--- src/rtl/ib_pkg.sv ---
// Shared types for the dual-issue instruction buffer.
// Entry width, default depth and two-lane request encodings.
package ib_pkg;

  localparam int IB_ENTRY_W = 71;
  localparam int IB_DEPTH   = 16;

  typedef logic [IB_ENTRY_W-1:0] ib_entry_t;

  typedef enum logic [1:0] {
    LANES_NONE = 2'b00,
    LANES_ONE  = 2'b01,
    LANES_TWO  = 2'b11
  } lanes_e;

  // 2'b10 is not a legal form and counts as no lanes
  function automatic logic [1:0] lane_cnt(input logic [1:0] v);
    unique case (v)
      LANES_ONE: lane_cnt = 2'd1;
      LANES_TWO: lane_cnt = 2'd2;
      default:   lane_cnt = 2'd0;
    endcase
  endfunction

endpackage

--- src/rtl/ib_fifo_ram_2w2r.sv ---
// Instruction buffer storage: two write ports, two async read ports.
// Array is not reset; pointers in the parent decide what is live.
module ib_fifo_ram_2w2r #(
  parameter int DATA_W = 71,
  parameter int DEPTH  = 16,
  parameter int ADDR_W = $clog2(DEPTH)
) (
  input  logic              clk,
  input  logic              we0,
  input  logic [ADDR_W-1:0] waddr0,
  input  logic [DATA_W-1:0] wdata0,
  input  logic              we1,
  input  logic [ADDR_W-1:0] waddr1,
  input  logic [DATA_W-1:0] wdata1,
  input  logic [ADDR_W-1:0] raddr0,
  output logic [DATA_W-1:0] rdata0,
  input  logic [ADDR_W-1:0] raddr1,
  output logic [DATA_W-1:0] rdata1
);

  logic [DATA_W-1:0] mem [DEPTH];

  always_ff @(posedge clk) begin
    if (we0) mem[waddr0] <= wdata0;
    if (we1) mem[waddr1] <= wdata1;
  end

  assign rdata0 = mem[raddr0];
  assign rdata1 = mem[raddr1];

endmodule

--- src/rtl/ib_fifo_dual.sv ---
// Dual-issue instruction buffer between fetch and the two decoders.
// Two-wide push/pop with same-cycle bypass into registered outputs.
module ib_fifo_dual
  import ib_pkg::*;
#(
  parameter int DATA_W = IB_ENTRY_W,
  parameter int DEPTH  = IB_DEPTH,
  parameter int ADDR_W = $clog2(DEPTH)
) (
  input  logic              clk,
  input  logic              rst,
  input  logic              flush,
  input  logic              stall,
  input  logic [1:0]        wr_valid,
  input  logic [DATA_W-1:0] wr_data0,
  input  logic [DATA_W-1:0] wr_data1,
  output logic              wr_ready,
  input  logic [1:0]        rd_en,
  output logic [DATA_W-1:0] rd_data0,
  output logic [DATA_W-1:0] rd_data1,
  output logic [1:0]        rd_valid,
  output logic [ADDR_W:0]   count,
  output logic              empty,
  output logic              overflow
);

  localparam int CW = ADDR_W + 1;

  logic [ADDR_W-1:0] wptr, rptr;
  logic [1:0]        nwr_req, nwr, nrd;
  logic [1:0]        npop, nsto, nbyp, nput;
  logic [CW-1:0]     avail;
  logic              ovf_hit;
  logic              we0, we1;
  logic [DATA_W-1:0] wdata0;
  logic [DATA_W-1:0] mem_d0, mem_d1;
  logic [DATA_W-1:0] src0, src1;

  assign wr_ready = (count <= CW'(DEPTH - 2));
  assign empty    = (count == '0);

  always_comb begin
    nwr_req = lane_cnt(wr_valid);
    ovf_hit = !wr_ready && (nwr_req != 2'd0);
    nwr     = wr_ready ? nwr_req : 2'd0;
    nrd     = stall ? 2'd0 : lane_cnt(rd_en);
    avail   = count + CW'(nwr);
    npop    = (avail < CW'(nrd)) ? avail[1:0] : nrd;
    // stored entries are older than this cycle's push
    nsto    = (count < CW'(npop)) ? count[1:0] : npop;
    nbyp    = npop - nsto;
    nput    = nwr - nbyp;
    we0     = !flush && (nput != 2'd0);
    we1     = !flush && (nput == 2'd2);
    wdata0  = (nbyp == 2'd0) ? wr_data0 : wr_data1;
    src0    = (count != '0) ? mem_d0 : wr_data0;
    src1    = mem_d1;
    if (count == CW'(1)) src1 = wr_data0;
    else if (count == '0) src1 = wr_data1;
  end

  ib_fifo_ram_2w2r #(
    .DATA_W (DATA_W),
    .DEPTH  (DEPTH),
    .ADDR_W (ADDR_W)
  ) u_ram (
    .clk    (clk),
    .we0    (we0),
    .waddr0 (wptr),
    .wdata0 (wdata0),
    .we1    (we1),
    .waddr1 (wptr + ADDR_W'(1)),
    .wdata1 (wr_data1),
    .raddr0 (rptr),
    .rdata0 (mem_d0),
    .raddr1 (rptr + ADDR_W'(1)),
    .rdata1 (mem_d1)
  );

  always_ff @(posedge clk or posedge rst) begin
    if (rst) begin
      wptr     <= '0;
      rptr     <= '0;
      count    <= '0;
      overflow <= 1'b0;
    end else if (flush) begin
      wptr     <= '0;
      rptr     <= '0;
      count    <= '0;
      overflow <= 1'b0;
    end else begin
      wptr     <= wptr + ADDR_W'(nput);
      rptr     <= rptr + ADDR_W'(nsto);
      count    <= count + CW'(nwr) - CW'(npop);
      overflow <= overflow | ovf_hit;
    end
  end

  always_ff @(posedge clk or posedge rst) begin
    if (rst) begin
      rd_data0 <= '0;
      rd_data1 <= '0;
      rd_valid <= 2'b00;
    end else if (flush) begin
      rd_data0 <= '0;
      rd_data1 <= '0;
      rd_valid <= 2'b00;
    end else if (!stall) begin
      rd_valid <= {npop == 2'd2, npop != 2'd0};
      rd_data0 <= (npop != 2'd0) ? src0 : '0;
      rd_data1 <= (npop == 2'd2) ? src1 : '0;
    end
  end

endmodule

--- config.mk ---
export PLATFORM = sky130hd
export DESIGN_NAME = ib_fifo_dual
export DESIGN_NICKNAME = d
export VERILOG_FILES = /design/src/rtl/ib_pkg.sv /design/src/rtl/ib_fifo_ram_2w2r.sv /design/src/rtl/ib_fifo_dual.sv
export SDC_FILE = /design/constraint.sdc
export NUM_CORES = 2
export LEC_CHECK = 0
export CORE_AREA = 4 4 413 415
export DETAILED_ROUTE_END_ITERATION = 10
export DIE_AREA = 0 0 417 419
export PLACE_DENSITY = 0.61
export SYNTH_ARGS = -nofsm -noshare
export SYNTH_HDL_FRONTEND = slang
export SYNTH_SLANG_ARGS = --single-unit
export TNS_END_PERCENT = 5
--- constraint.sdc ---
create_clock -name clk -period 14.2 [get_ports clk]
set_clock_uncertainty 0.2 [all_clocks]
set_input_delay 3.55 -clock clk [delete_from_list [all_inputs] [get_ports clk]]
set_output_delay 3.55 -clock clk [all_outputs]
set_load 0.01 [all_outputs]
==> impl_metrics.env <==
export IMPL_status="complete, no violations"
export IMPL_syn2layout_area_growth_pct=10.9
export IMPL_finalSetupViolations=0
export IMPL_clock_fmax_ghz=0.0914
export IMPL_arrival_ns=11.16
export IMPL_crit_top_cell="ha_1"
export IMPL_finalCriticalPeriod_ns=10.94
export IMPL_place_hpwl_um=137000
export IMPL_netlist_instances=4567
export IMPL_mappedNetlistArea_um2=78000
export IMPL_cts_setup_buffers=0
export IMPL_ys_seq_area_share_pct=48.8
export IMPL_worstSetupPathType="in -> reg"
export IMPL_path_clk_slew_ns=0.05
export IMPL_drt_iter0_drc=4355
export IMPL_cts_tree="built"
export IMPL_ys_top_cells_by_area="edfxtp_1, mux4_2, mux2_4"
export IMPL_cp_slowest_stage_delay_ns=1.05
export IMPL_synth_common_cells="edfxtp_1, mux2_4, mux4_2"
export IMPL_start_util_pct=46.8
export IMPL_placed_area_um2=81700
export IMPL_cp_data_required_time_ns=14.43
export IMPL_tightest_slew_ns=1.24
export IMPL_path_buf_inv=5
export IMPL_async_flop_share_pct=12.2
export IMPL_core_area_um2=167000
export IMPL_hold_slack_ns=0.272
export IMPL_grt_pass1_vias=47000
export IMPL_relSlewSlack_pct=17.3
export IMPL_grt_max_degree=129
export IMPL_clock_sinks=1294
export IMPL_antenna_found_initial=12
export IMPL_ys_ff_latch=1294
export IMPL_grt_usage_pct=26.9
export IMPL_ys_types=59
export IMPL_endpoint_kind="flip-flop"
export IMPL_yosysMostFrequentCell="edfxtp_1"
export IMPL_crit_slowest_cell="o32ai_4"
export IMPL_cts_root_buf="clkbuf_16"
export IMPL_slew_violations=0
export IMPL_clk_latency_ns=0.82
export IMPL_synth_ff_type="edfxtp_1"
export IMPL_synth_edf_count=1136
export IMPL_critical_path_top_delay_family="compound AO/OA/AOI/OAI gates"
export IMPL_final_area_um2=86500
export IMPL_die_area_um2=175000
export IMPL_die_h_um=419
export IMPL_grt_overflow=0
export IMPL_vias_per_cell=6.53
export IMPL_synth_area_leader_cell="edfxtp_1"
export IMPL_syn_avg_cell_area_um2=17.1
export IMPL_synth_nets=4732
export IMPL_rsz0062_at_grt="no"
export IMPL_n_fill_cell=13600
export IMPL_detail_route_antenna_nets=0
export IMPL_startpoint_type="primary input"
export IMPL_core_rowCount=150
export IMPL_place_gp_congestion=0.805
export IMPL_htreeDepth=4
export IMPL_cts_resized_gates=0
export IMPL_ys_warn_count=0
export IMPL_synth_top_area_share_pct=43.8
export IMPL_maxCapViolCount=0
export IMPL_dr_pass1_iters=7
export IMPL_nets=4802
export IMPL_die_width_um=417
export IMPL_pin_count=302
export IMPL_drt_total_wl_um=237000
export IMPL_drcViolationCount=0
export IMPL_clock_path_buffers=3
export IMPL_grt_pass1_wl_um=343000
export IMPL_num_vias=45600
export IMPL_io_buffers=301
export IMPL_period_share_pct=77.0
export IMPL_finalHoldViolCount=0
export IMPL_ctsHoldBuffers=0
export IMPL_hold_class="reg -> reg"
export IMPL_cts_buffers=150
export IMPL_layout_drive_gt1_share_pct=45.4
export IMPL_path_cells="clkdlybuf4s50_1, nand2_1, nor2_1, ha_1, inv_1, fa_1, inv_1, ha_1, a21oi_2, o211a_4, mux2i_1, a2111oi_0, o2bb2ai_1, ha_1, inv_1, ha_1, xor2_1, xnor2_1, xnor2_1, o211ai_1, o32ai_4, buf_4"
export IMPL_routedWlPerCell_um=34.0
export IMPL_worstPathMaxFanout=32
## routing by layer
layer	vias up	part of all wire, %	track usage, %	wire, um
li1	18700	-	-	-
met1	24600	40	34.8	93700
met2	1847	50	46.0	119000
met3	405	6.4	4.36	15100
met4	14	3.8	9.97	9100
met5	-	0.039	0	92
## final timing paths
check | from | end | slack [ns] | depth (start not counted)
min in group asynchronous | rst | rd_data1[3] | 3.03 | 2
max in group asynchronous | rst | rptr[3] | 9.66 | 3
worst max register to register | count[0] | u_ram.mem[0][45] | 5.44 | 22
worst min-delay path | rd_data0[60] | rd_data0[60] | 0.27 | 2
worst min register to register | rd_data0[60] | rd_data0[60] | 0.27 | 2
worst max-delay path | wr_valid[0] | u_ram.mem[0][45] | 3.26 | 22
## metrics by stage
stage / std cells / util [%] / worst slack, ns / setup TNS [ns]
global route: 6965 / 51.9 / 2.91 / 0
finish: 6971 / 51.9 / 3.26 / 0
floorplan: 4567 / - / -0.990 / -140.53
CTS: 6964 / 51.9 / 3.38 / 0
detailed placement: 6689 / 49.0 / 2.56 / 0
global placement: 6689 / 49.0 / 2.63 / 0
## layout by cell type, fill, tap and decap left out, drive strengths merged, types with 3 or more instances in the layout
master / n
nand3: 5
dfrtp: 158
clkbuf: 198
inv: 27
clkdlybuf4s50: 301
xor2: 6
o22ai: 11
fa: 3
o211ai: 4
diode: 7
nand2: 161
bufinv: 7
edfxtp: 1136
and2: 71
a211oi: 143
mux2: 1137
mux2i: 145
a22o: 71
nor3: 4
nor3b: 3
ha: 12
nor4: 3
clkinv: 64
buf: 130
a21oi: 77
xnor2: 9
nor2: 38
mux4: 639
o32ai: 3
o21ai: 159
nor2b: 10
## logic make-up after synthesis
group	Yosys count	share of synthesized area (%)
fa+ha+maj	15	0.270
buf+inv	536	4.50
simple gates	305	2.07
flops	1294	48.8
compound gates	481	4.01
xor+xnor	15	0.193
mux	1921	40.1
## registers in the layout, indices dropped and copies added, names as in the netlist
register   flops
count          5
u_ram.mem   1136
rd_data0      71
wptr           4
rd_valid       2
overflow       1
rd_data1      71
rptr           4
## worst min-delay path: cells and delay by family, from the launching register on
kind               cells  cell delay, ns
and+or+nand+nor        1            0.04
DFF                    1            0.34
AOI/OAI and AO/OA      1            0.06
## final cells by class
type	instances	area [um2]	share of cell area [%]
Timing Repair Buffer	431	4080	4.72
Clock inverter	77	698	0.808
Tap cell	2204	2760	3.19
Inverter	23	96.3	0.111
Multi-Input combinational cell	2737	36700	42.5
Sequential cell	1294	38100	44.1
Antenna cell	7	17.5	0.0203
Clock buffer	198	4010	4.64
Power is left out: the tool's default activity adds up to more than one toggle a clock period on the data nets, which glitch-free logic cannot reach.
